<file path="src/rtl/rnn_pkg.sv">
// Shared constants, types and helpers for the RNN gain path.
//   EBAND      : band edges in 4-bin units (eband5ms layout)
//   RECIP      : Q0.16 per-bin fraction step, round(65536 / (4 * band width))
//   band_last_j: last in-band bin offset of a band
//   clamp_gain : limit a Q8.8 gain to [0, 1.0]
//   sat_q88    : saturate a 32-bit value to signed 16-bit
package rnn_pkg;

    localparam int unsigned NB_BANDS  = 22;
    localparam int unsigned FREQ_SIZE = 481;
    localparam int unsigned DATA_W    = 16;
    localparam int unsigned FRAC_W    = 16;
    localparam int unsigned BAND_W    = 5;
    localparam int unsigned JCNT_W    = 7;
    localparam int unsigned BIN_W     = 9;

    localparam logic signed [DATA_W-1:0] ONE_16 = 16'sd256;

    localparam int unsigned EBAND [NB_BANDS] = '{
        0, 1, 2, 3, 4, 5, 6, 7, 8, 10, 12, 14, 16, 20, 24, 28, 34, 40, 48, 60, 78, 100
    };

    localparam logic [FRAC_W-1:0] RECIP [NB_BANDS-1] = '{
        16'd16384, 16'd16384, 16'd16384, 16'd16384, 16'd16384, 16'd16384, 16'd16384,
        16'd16384, 16'd8192,  16'd8192,  16'd8192,  16'd8192,  16'd4096,  16'd4096,
        16'd4096,  16'd2731,  16'd2731,  16'd2048,  16'd1365,  16'd910,   16'd745
    };

    typedef enum logic [0:0] {
        ST_LOAD  = 1'b0,
        ST_APPLY = 1'b1
    } bga_state_e;

    // Valid for b < NB_BANDS-1 only (the last band edge has no upper neighbour).
    function automatic logic [JCNT_W-1:0] band_last_j(input logic [BAND_W-1:0] b);
        int unsigned span;
        span = EBAND[b + BAND_W'(1)] - EBAND[b];
        return JCNT_W'(4 * span - 1);
    endfunction

    function automatic logic signed [DATA_W-1:0] clamp_gain(input logic signed [DATA_W-1:0] g);
        if (g < 16'sd0) begin
            return '0;
        end else if (g > ONE_16) begin
            return ONE_16;
        end
        return g;
    endfunction

    function automatic logic signed [DATA_W-1:0] sat_q88(input logic signed [2*DATA_W-1:0] v);
        if (v > 32'sd32767) begin
            return 16'sh7FFF;
        end else if (v < -32'sd32768) begin
            return 16'sh8000;
        end
        return DATA_W'(v);
    endfunction

endpackage

</file>
<file path="src/rtl/band_interp.sv">
// Per-bin gain interpolation between adjacent band gains.
// Tracks which band the next bin falls in, the bin offset inside that band and
// the Q0.16 fraction (accumulated, not multiplied), and forms the interpolated gain.
// Ports:
//   clk, rst  : clock, synchronous active-low reset
//   clear_i   : return to band 0 (frame end)
//   adv_i     : a bin was consumed this cycle; step to the next bin
//   g_lo_i    : gain of the current band
//   g_hi_i    : gain of the next band
//   band_o    : band index of the current bin
//   gk_c_o    : interpolated gain for the current bin (combinational)
module band_interp
    import rnn_pkg::*;
(
    input  logic                     clk,
    input  logic                     rst,
    input  logic                     clear_i,
    input  logic                     adv_i,
    input  logic signed [DATA_W-1:0] g_lo_i,
    input  logic signed [DATA_W-1:0] g_hi_i,
    output logic [BAND_W-1:0]        band_o,
    output logic signed [DATA_W-1:0] gk_c_o
);

    localparam logic [BAND_W-1:0] LAST_BAND = BAND_W'(NB_BANDS - 1);

    logic [BAND_W-1:0]       band_q, band_d;
    logic [JCNT_W-1:0]       j_q, j_d;
    logic [FRAC_W-1:0]       frac_q, frac_d;
    logic [BAND_W-1:0]       ridx;
    logic signed [DATA_W:0]  diff;
    logic signed [32:0]      prod;
    logic signed [32:0]      gk_wide;

    always_ff @(posedge clk) begin
        if (!rst) begin
            band_q <= '0;
            j_q    <= '0;
            frac_q <= '0;
        end else begin
            band_q <= band_d;
            j_q    <= j_d;
            frac_q <= frac_d;
        end
    end

    // Band walk: bins above the last band edge park in LAST_BAND (gain forced to 0).
    always_comb begin
        band_d = band_q;
        j_d    = j_q;
        frac_d = frac_q;
        ridx   = (band_q == LAST_BAND) ? LAST_BAND - BAND_W'(1) : band_q;
        if (clear_i) begin
            band_d = '0;
            j_d    = '0;
            frac_d = '0;
        end else if (adv_i && (band_q != LAST_BAND)) begin
            if (j_q == band_last_j(ridx)) begin
                band_d = band_q + BAND_W'(1);
                j_d    = '0;
                frac_d = '0;
            end else begin
                j_d    = j_q + JCNT_W'(1);
                frac_d = frac_q + RECIP[ridx];
            end
        end
    end

    // gk = g_lo + ((g_hi - g_lo) * frac) >>> 16, in 33-bit signed.
    always_comb begin
        diff    = (DATA_W + 1)'(g_hi_i) - (DATA_W + 1)'(g_lo_i);
        prod    = 33'(diff) * 33'($signed({1'b0, frac_q}));
        gk_wide = 33'(g_lo_i) + (prod >>> FRAC_W);
        gk_c_o  = (band_q == LAST_BAND) ? '0 : DATA_W'(gk_wide);
    end

    assign band_o = band_q;

endmodule

</file>
<file path="src/rtl/band_gain_apply.sv">
// Applies one frame of RNN band gains to a stream of complex spectrum bins.
// LOAD collects NB_BANDS Q8.8 gains (clamped to [0,1.0]); APPLY streams FREQ_SIZE
// bins, each scaled by its interpolated gain, into a single output register.
// Ports:
//   clk, rst                          : clock, synchronous active-low reset
//   gain_valid/gain_ready/gain_data   : band gain input, band 0 first
//   bin_valid/bin_ready/bin_re/bin_im : spectrum bin input (Q8.8)
//   out_valid/out_ready/out_re/out_im : gained bin output (Q8.8)
//   out_last                          : marks the final bin of a frame
module band_gain_apply
    import rnn_pkg::*;
(
    input  logic                     clk,
    input  logic                     rst,
    input  logic                     gain_valid,
    output logic                     gain_ready,
    input  logic signed [DATA_W-1:0] gain_data,
    input  logic                     bin_valid,
    output logic                     bin_ready,
    input  logic signed [DATA_W-1:0] bin_re,
    input  logic signed [DATA_W-1:0] bin_im,
    output logic                     out_valid,
    input  logic                     out_ready,
    output logic signed [DATA_W-1:0] out_re,
    output logic signed [DATA_W-1:0] out_im,
    output logic                     out_last
);

    localparam logic [BAND_W-1:0] LAST_BAND = BAND_W'(NB_BANDS - 1);
    localparam logic [BIN_W-1:0]  LAST_BIN  = BIN_W'(FREQ_SIZE - 1);
    localparam logic [BIN_W-1:0]  ALL_BINS  = BIN_W'(FREQ_SIZE);

    bga_state_e               state_q, state_d;
    logic [BAND_W-1:0]        gcnt_q, gcnt_d;
    logic [BIN_W-1:0]         bcnt_q, bcnt_d;
    logic signed [DATA_W-1:0] g_q [NB_BANDS];
    logic signed [DATA_W-1:0] g_d [NB_BANDS];
    logic                     gain_ready_q, gain_ready_d;
    logic                     out_valid_q, out_valid_d;
    logic                     out_last_q, out_last_d;
    logic signed [DATA_W-1:0] out_re_q, out_re_d;
    logic signed [DATA_W-1:0] out_im_q, out_im_d;

    logic                     gain_acc;
    logic                     bin_acc;
    logic                     out_xfer;
    logic                     interp_clr;
    logic [BAND_W-1:0]        band;
    logic [BAND_W-1:0]        band_hi;
    logic signed [DATA_W-1:0] gk_c;
    logic signed [2*DATA_W-1:0] prod_re;
    logic signed [2*DATA_W-1:0] prod_im;

    band_interp u_interp (
        .clk     (clk),
        .rst     (rst),
        .clear_i (interp_clr),
        .adv_i   (bin_acc),
        .g_lo_i  (g_q[band]),
        .g_hi_i  (g_q[band_hi]),
        .band_o  (band),
        .gk_c_o  (gk_c)
    );

    assign band_hi   = (band == LAST_BAND) ? band : band + BAND_W'(1);
    assign gain_acc  = gain_valid && gain_ready_q;
    // Bin 480 closes intake; the frame then only drains the output register.
    assign bin_ready = (state_q == ST_APPLY) && (bcnt_q != ALL_BINS) && (!out_valid_q || out_ready);
    assign bin_acc   = bin_valid && bin_ready;
    assign out_xfer  = out_valid_q && out_ready;
    assign prod_re   = (2*DATA_W)'(bin_re) * (2*DATA_W)'(gk_c);
    assign prod_im   = (2*DATA_W)'(bin_im) * (2*DATA_W)'(gk_c);

    always_ff @(posedge clk) begin
        if (!rst) begin
            state_q      <= ST_LOAD;
            gcnt_q       <= '0;
            bcnt_q       <= '0;
            g_q          <= '{default: '0};
            gain_ready_q <= 1'b0;
            out_valid_q  <= 1'b0;
            out_last_q   <= 1'b0;
            out_re_q     <= '0;
            out_im_q     <= '0;
        end else begin
            state_q      <= state_d;
            gcnt_q       <= gcnt_d;
            bcnt_q       <= bcnt_d;
            g_q          <= g_d;
            gain_ready_q <= gain_ready_d;
            out_valid_q  <= out_valid_d;
            out_last_q   <= out_last_d;
            out_re_q     <= out_re_d;
            out_im_q     <= out_im_d;
        end
    end

    // Next-state, gain capture and output register update.
    always_comb begin
        state_d      = state_q;
        gcnt_d       = gcnt_q;
        bcnt_d       = bcnt_q;
        g_d          = g_q;
        out_valid_d  = out_valid_q;
        out_last_d   = out_last_q;
        out_re_d     = out_re_q;
        out_im_d     = out_im_q;
        interp_clr   = 1'b0;
        gain_ready_d = 1'b0;

        case (state_q)
            ST_LOAD: begin
                if (gain_acc) begin
                    g_d[gcnt_q] = clamp_gain(gain_data);
                    if (gcnt_q == LAST_BAND) begin
                        gcnt_d  = '0;
                        state_d = ST_APPLY;
                    end else begin
                        gcnt_d = gcnt_q + BAND_W'(1);
                    end
                end
            end
            ST_APPLY: begin
                if (out_xfer) begin
                    out_valid_d = 1'b0;
                    out_last_d  = 1'b0;
                    if (out_last_q) begin
                        state_d    = ST_LOAD;
                        bcnt_d     = '0;
                        interp_clr = 1'b1;
                    end
                end
                // A new bin may load in the same cycle the old output leaves.
                if (bin_acc) begin
                    out_valid_d = 1'b1;
                    out_last_d  = (bcnt_q == LAST_BIN);
                    out_re_d    = sat_q88(prod_re >>> 8);
                    out_im_d    = sat_q88(prod_im >>> 8);
                    bcnt_d      = bcnt_q + BIN_W'(1);
                end
            end
            default: state_d = ST_LOAD;
        endcase

        gain_ready_d = (state_d == ST_LOAD);
    end

    assign gain_ready = gain_ready_q;
    assign out_valid  = out_valid_q;
    assign out_last   = out_last_q;
    assign out_re     = out_re_q;
    assign out_im     = out_im_q;

endmodule

</file>
<file path="config.mk">
export PLATFORM = sky130hd
export DESIGN_NAME = band_gain_apply
export DESIGN_NICKNAME = d
export VERILOG_FILES = /design/src/rtl/rnn_pkg.sv /design/src/rtl/band_interp.sv /design/src/rtl/band_gain_apply.sv
export SDC_FILE = /design/constraint.sdc
export NUM_CORES = 2
export LEC_CHECK = 0
export BUFFER_PORTS_ARGS = -buffer_cell sky130_fd_sc_hd__buf_2
export CAP_MARGIN = 40
export CORE_MARGIN = 1.5
export CORE_UTILIZATION = 55
export CTS_CLUSTER_SIZE = 10
export DETAILED_ROUTE_END_ITERATION = 10
export PLACE_DENSITY = 0.71
export SLEW_MARGIN = 25
export SYNTH_ARGS = -nofsm -noshare
export SYNTH_HDL_FRONTEND = slang
export SYNTH_SLANG_ARGS = --single-unit
export TNS_END_PERCENT = 5
</file>
<file path="constraint.sdc">
create_clock -name clk -period 24.4 [get_ports clk]
set_clock_uncertainty 0.1 [all_clocks]
set_input_delay 1.22 -clock clk [delete_from_list [all_inputs] [get_ports clk]]
set_output_delay 1.22 -clock clk [all_outputs]
set_load 0.05 [all_outputs]
</file>
Word-level counts from Yosys, hierarchy flattened
Memory sizes are Yosys's and may differ from the RTL's.
Cells that the tools add are included.
{ "totals": {"regBits": 430, "rom_bits": 2560, "out_inout_bits": 36, "mem_count": 3} }
{ "mem_list": {"columns": ["name", "words", "word_bits", "read_ports", "rd_ports_with_merged_regs", "wr", "line_no", "source"], "rows": [
  ["(name not given)", 32, 32, 1, 0, 0, "rnn_pkg.sv:37", "span = EBAND[b + BAND_W'(1)] - EBAND[b];"],
  ["(name not given)", 32, 32, 1, 0, 0, "rnn_pkg.sv:37", null],
  ["(name not given)", 32, 16, 1, 0, 0, "band_interp.sv:64", "frac_d = frac_q + RECIP[ridx];"]
]} }
{ "classes": {"addsub": 10, "n_mul": 3, "n_lt_le_gt_ge": 12, "eq_ne": 6, "mux": 58, "bitwise": 8, "n_reduce_logical": 17} }
{ "ops": {"columns": ["cell", "n"], "rows": [
  ["352-bit bitwise mux", 1],
  ["16-bit 2-to-1 mux", 20],
  ["16-bit binary-select mux with 5-bit select", 2],
  ["16-bit demux with 5-bit select", 1],
  ["16-bit by 16-bit multiplier with 32-bit output", 2],
  ["24-bit by 16-bit > comparator with 1-bit output, second input constant", 2],
  ["24-bit by 16-bit < comparator with 1-bit output, second input constant", 2],
  ["5-bit 2-to-1 mux", 7],
  ["16-bit adder", 2],
  ["17-bit by 17-bit multiplier with 32-bit output", 1],
  ["6-bit greater-or-equal comparator, second input constant", 5],
  ["5-bit NOT with 6-bit output", 5],
  ["9-bit 2-to-1 mux", 3],
  ["1-bit 2-to-1 mux", 22],
  ["16-bit by 16-bit subtractor with 17-bit output", 1],
  ["16-bit by 10-bit > comparator with 1-bit output, second input constant", 1],
  ["16-bit by 1-bit < comparator with 1-bit output, second input constant", 1],
  ["5-bit by 1-bit adder with 5-bit output, second input constant", 3],
  ["5-bit == test, second input constant", 2],
  ["9-bit by 1-bit adder with 9-bit output, second input constant", 1],
  ["9-bit == test, second input constant", 1],
  ["9-bit inequality test, second input constant", 1],
  ["2-bit AND reduction", 4],
  ["7-bit by 1-bit adder with 7-bit output, second input constant", 1],
  ["other kinds (14)", 23]
]} }

Longest topological paths before layout
{ "depth": {"depth_word": 17, "depth_mapped": 85, "ltp_nobuf": 77} }

By module
From an unflattened synthesis, not the netlist that was laid out.
{ "hier_totals": {"hier_cells": 5812, "area_unflattened_um2": 52700.5} }
{ "by_module_without_submodules": {"columns": ["module", "n_inst", "cells_per_inst", "area_each_um2", "seq_area_each_um2"], "rows": [
  ["band_gain_apply", 1, 4211, 39096.2, 8047.7],
  ["band_interp", 1, 1601, 13604.3, 560.5]
]} }

Least setup slack after synthesis
No wires, ideal clock.
{ "synth_timing": {"path_type": "flip-flop to flip-flop", "start": "register u_interp.band_q[1] (netlist: u_interp.band_o[1])", "end": "register out_re_q[10] (netlist: out_re[10])", "setup_time_ps": 79, "arrival_ps": 18529, "t_required_ps": 24221, "path_slack_ps": 5692, "stages_incl_launch_ff": 82, "path_buffers": 10, "cell_sequence": "dfxtp_1 -> inv_1 -> ha_1 -> and4b_1 -> buf_6 -> clkinv_1 -> clkbuf_1 -> clkbuf_1 -> ha_1 -> clkbuf_1 -> clkbuf_1 -> clkbuf_1 -> mux2i_1 -> o21ai_0 -> o21ai_0 -> o22ai_1 -> ha_1 -> nor2b_1 -> [46 not listed] -> fa_1 -> fa_1 -> fa_1 -> inv_1 -> fa_1 -> inv_1 -> ha_1 -> and4_1 -> nand3_1 -> nor3_1 -> or3b_1 -> a311o_1 -> a21o_1 -> xnor2_1 -> nor4_1 -> clkbuf_1 -> nand4_1 -> o211ai_1"} }
{ "synth_via": {"elab_chain_cells": 17} }
{ "synth_lines": {"columns": ["element", "line_no", "source"], "rows": [
  ["start, declared", "band_interp.sv:27", "logic [BAND_W-1:0] band_q, band_d;"],
  ["start signal, assigned", "band_interp.sv:41", "band_q <= band_d;"],
  ["5-bit by 1-bit adder with 5-bit output / 5-bit == test (equally long branches)", "band_gain_apply.sv:65, band_interp.sv:74", null],
  ["5-bit 2-to-1 mux", "band_gain_apply.sv:65", "assign band_hi = (band == LAST_BAND) ? band : band + BAND_W'(1);"],
  ["5-bit NOT with 6-bit output (not written as such)", "band_gain_apply.sv:60", ".g_hi_i (g_q[band_hi]),"],
  ["16-bit binary-select mux with 5-bit select", "band_gain_apply.sv:60", null],
  ["16-bit 2-to-1 mux (not written as such) (2 in a row)", "band_gain_apply.sv:60", null],
  ["16-bit by 16-bit subtractor with 17-bit output", "band_interp.sv:71", "diff = (DATA_W + 1)'(g_hi_i) - (DATA_W + 1)'(g_lo_i);"],
  ["17-bit by 17-bit multiplier with 32-bit output", "band_interp.sv:72", "prod = 33'(diff) * 33'($signed({1'b0, frac_q}));"],
  ["16-bit adder", "band_interp.sv:73", "gk_wide = 33'(g_lo_i) + (prod >>> FRAC_W);"],
  ["16-bit 2-to-1 mux *", "band_interp.sv:74", "gk_c_o = (band_q == LAST_BAND) ? '0 : DATA_W'(gk_wide);"],
  ["16-bit by 16-bit multiplier with 32-bit output *", "band_gain_apply.sv:71", "assign prod_re = (2*DATA_W)'(bin_re) * (2*DATA_W)'(gk_c);"],
  ["24-bit by 16-bit < comparator with 1-bit output", "rnn_pkg.sv:53", "end else if (v < -32'sd32768) begin"],
  ["1-bit 2-to-1 mux", "rnn_pkg.sv:53", null],
  ["1-bit 2-to-1 mux", "rnn_pkg.sv:51", "if (v > 32'sd32767) begin"],
  ["1-bit 2-to-1 mux", "band_gain_apply.sv:134", "if (bin_acc) begin"],
  ["1-bit 2-to-1 mux", "band_gain_apply.sv:111", "case (state_q)"],
  ["16-bit 2-to-1 mux *", "rnn_pkg.sv:56", "return DATA_W'(v);"],
  ["end signal, assigned", "band_gain_apply.sv:93", "out_re_q <= out_re_d;"],
  ["end, declared", "band_gain_apply.sv:41", "logic signed [DATA_W-1:0] out_re_q, out_re_d;"]
]} }
Mark *: on every way between the ends. The rest lies on a longest branch, timed or not. The select of a mux whose other input is x is not followed.
A chain may end at the register's enable or synchronous reset.

Worst setup path in the final report
{ "layout_timing": {"start": "register u_interp.band_q[1] (netlist: u_interp.band_o[1])", "end": "register out_im_q[7] (netlist: out_im[7])"} }
{ "layout_via": {"elab_chain_cells": 17} }
{ "layout_lines": {"columns": ["element", "line_no", "source"], "rows": [
  ["5-bit by 1-bit adder with 5-bit output / 5-bit == test (equally long branches)", "band_gain_apply.sv:65, band_interp.sv:74", null],
  ["5-bit 2-to-1 mux", "band_gain_apply.sv:65", null],
  ["5-bit NOT with 6-bit output (not written as such)", "band_gain_apply.sv:60", null],
  ["16-bit binary-select mux with 5-bit select", "band_gain_apply.sv:60", null],
  ["16-bit 2-to-1 mux (not written as such) (2 in a row)", "band_gain_apply.sv:60", null],
  ["16-bit by 16-bit subtractor with 17-bit output", "band_interp.sv:71", null],
  ["17-bit by 17-bit multiplier with 32-bit output", "band_interp.sv:72", null],
  ["16-bit adder", "band_interp.sv:73", null],
  ["16-bit 2-to-1 mux *", "band_interp.sv:74", null],
  ["16-bit by 16-bit multiplier with 32-bit output *", "band_gain_apply.sv:72", "assign prod_im = (2*DATA_W)'(bin_im) * (2*DATA_W)'(gk_c);"],
  ["24-bit by 16-bit < comparator with 1-bit output", "rnn_pkg.sv:53", null],
  ["1-bit 2-to-1 mux", "rnn_pkg.sv:53", null],
  ["1-bit 2-to-1 mux", "rnn_pkg.sv:51", null],
  ["1-bit 2-to-1 mux", "band_gain_apply.sv:134", null],
  ["1-bit 2-to-1 mux", "band_gain_apply.sv:111", null],
  ["16-bit 2-to-1 mux *", "rnn_pkg.sv:56", null],
  ["end signal, assigned", "band_gain_apply.sv:94", "out_im_q <= out_im_d;"],
  ["end, declared", "band_gain_apply.sv:42", "logic signed [DATA_W-1:0] out_im_q, out_im_d;"]
]} }
Marked as above.

==> reports/qor.csv <==
metric,value,unit
grt_pass1_vias,43000,
p_leak,27.3,nW
grt_antenna_before_repair,3,
r2r_start,u_interp.band_o[1]$_SDFFE_PP0P_,
ys_seq_area_frac,0.160,
nFillCells,8386,
place_hpwl,107,mm
synth_edf_count,0,
root_buffer,clkbuf_16,
setup_viol,0,
drtIter0Drc,3510,
status,finished with violations,
synth_area_leader_cell,fa_1,
routedWlPerCell,20.3,um
irDropWorstVdd,0.0516,mV
cts_tree,yes,
firstDrtPassIters,8,
ios,89,
crit_buf_inv,14,
ys_top_cells_by_area,"fa_1, dfxtp_1, ha_1, inv_1, mux4_2",
syn_area_per_cell,8.91,um2
grt_use_total,0.302,
clk_latency,0.61,ns
finalHoldViolations,0,
numCtsBuffers,50,
grt_pass1_wl,237,mm
hp-class,reg -> reg,
cp_data_arrival_time,22.03,ns
max_freq,46.1,MHz
path_clk_slew,0.06,ns
postRouteAntennaNets,0,
critPathLaunch,u_interp.band_o[1]$_SDFFE_PP0P_,
slew_viol_final,0,
critPathSlowestCell,or4_1,
path_max_fanout,42,
drc_errors,2,
r2r_slack,2.73,ns
die_width,316,um
met1Wirelength,61.0,mm
async_flop_share,0,
drt_wl_total,146,mm
vias_per_cell,5.88,
met3_wirelength,12.6,mm
met2_length,67.9,mm
clkSinkCount,430,
reg2regPathDepth,76,
yosysTopAreaCellShare,0.295,
critPathMaxStageDelay,0.89,ns
crit_top_cell,fa_1,
hold_slack,0.370,ns
fp.dieH,316,um
worst-setup-path-type,reg -> reg,
die_area,0.0998,mm2
violations,design-rule violations,
tns,0,ns
holdPathEnd,out_im[15]$_SDFFE_PN0P_,
syn2layout_area_growth,5.98,%
clockBufferDepth,3,
grt_overflow,0,
required,24.76,ns
layout-drive-gt1-share,0.0828,
grt_max_degree,154,
post_cts_buffers,0,
slew_headroom,0.419,
crit_path_end_kind,flop,
top_layer_used,met5,
multi_input_area,0.0401,mm2
nNetsFinal,7050,
synth_flop_cell,dfxtp_1,
hold_buffers,0,
hold_depth,2,
portBuffers,88,
yosysUniqueCellTypes,96,
rsz0062_at_grt,no,
routabilityCongestion,0.887,
final.period_utilization,0.888,
min_from,out_im[15]$_SDFFE_PN0P_,
rows,114,
seq_area,0.00862,mm2
initial_core_util,0.556,
period_needed,21.67,ns
synth_seq_cells,430,
crit_family,adder cells,
maxCapViolCount,0,
core_area,0.0969,mm2
worst_pin_slew,0.872,ns
vias,42300,
h-tree-depth,2,
cp-start-kind,flop,
synth_area,0.0539,mm2
syn_inst,6043,
powerDensity,25.7,mW/mm2
synth_nets,7192,
r2r-end,out_im[7]$_SDFFE_PN0P_,
yosys_warnings,0,
cts_resized,0,
==> logic make-up (layout without fill, tap and decap cells) <==
kind of cell	count (synthesis)	after routing	share of synthesized area
fa+ha+maj	1096	1096	0.365
buf+inv	1389	1261	0.0979
mux	214	214	0.0770
xor+xnor	146	146	0.0237
simple gates	1999	1999	0.187
flops	430	430	0.160
compound gates	769	769	0.0895
other cells	0	1	0
==> registers in the layout, indices dropped and copies added (netlist names) <==
register,count
bcnt_q,9
g_q,352
gain_ready,1
gcnt_q,5
out_im,16
out_last,1
out_re,16
out_valid,1
state_q,1
u_interp.band_o,5
u_interp.frac_q,16
u_interp.j_q,7
==> how the worst max path moves through the flow <==
stage	cells after the start	end
2_1_floorplan	81	out_re[10]$_SDFFE_PN0P_
5_1_grt	78	out_re[14]$_SDFFE_PN0P_
4_1_cts	78	out_re[12]$_SDFFE_PN0P_
6_report	76	out_im[7]$_SDFFE_PN0P_
3_5_place_dp	78	out_re[10]$_SDFFE_PN0P_
3_3_place_gp	75	out_im[7]$_SDFFE_PN0P_
==> synth_stat cells (45+ instances only) <==
master and count:
a21oi_1 134, fa_1 793, nand2_1 828, nor2_1 119, nor2b_1 45, clkbuf_1 340, xor2_1 53, dfxtp_1 430
o21ai_0 320, nand3_1 115, ha_1 303, xnor2_1 93, inv_1 1006, and2_1 450, nor3_1 60, mux2i_1 52
mux4_2 160, and3_1 222
==> metal layers <==
metal | global-route usage | vias up
li1 | - | 19100
met1 | 0.425 | 21100
met2 | 0.477 | 1765
met3 | 0.0536 | 310
met4 | 0.0886 | 2
met5 | 0 | -
==> cell type report <==
type,count,share of cell area
multi-input cells,4224,0.703
clock buffers,63,0.0233
diodes,1,0.0000438
clock inverters,3,0.00158
flip-flops and latches,430,0.151
well taps,1276,0.0280
repair buffers,187,0.0268
inverters,1008,0.0663
==> power by group <==
group	switching, mW	internal, mW	total, mW	leakage [nW]
Combinational	0.0607	0.0211	0.0818	23.1
Sequential	0.000359	0.702	0.703	3.46
Clock	0.296	0.389	0.685	0.686
Total	0.357	1.11	1.47	27.3
==> cell usage in the layout, fill, tap and decap left out, drive strengths merged, types with 64 or more instances in the layout <==
cell type / netlist / routed
nand3: 115 / 115
and2: 452 / 452
nand2: 830 / 830
clkbuf: 340 / 64
ha: 303 / 303
fa: 793 / 793
and3: 222 / 222
xnor2: 93 / 93
mux4: 160 / 160
buf: 41 / 186
inv: 1007 / 1008
o21ai: 332 / 332
nor2: 119 / 119
dfxtp: 430 / 430
a21oi: 145 / 145
==> worst reg2reg max path: cells and delay by family, from the launching register on <==
kind,cells,cell delay (ns)
muxes,1,0.40
AOI/OAI and AO/OA,23,4.55
and+or+nand+nor,13,3.73
DFF,1,0.76
buffers and inverters,14,2.43
xor gates and xnor gates,6,1.24
adders and majority gates,19,8.31
==> stage by stage <==
stage	cells	util	setup slack, ns	total power, mW	instance area (um2)
floorplan	6043	-	5.69	0.765	53900
global placement	7089	0.568	2.63	0.795	55000
detailed placement	7117	0.573	2.67	0.798	55500
CTS	7183	0.588	2.57	1.47	57000
global route	7191	0.589	1.52	1.51	57100
finish	7192	0.589	2.73	1.47	57100
(Power assumes the default switching activity.)
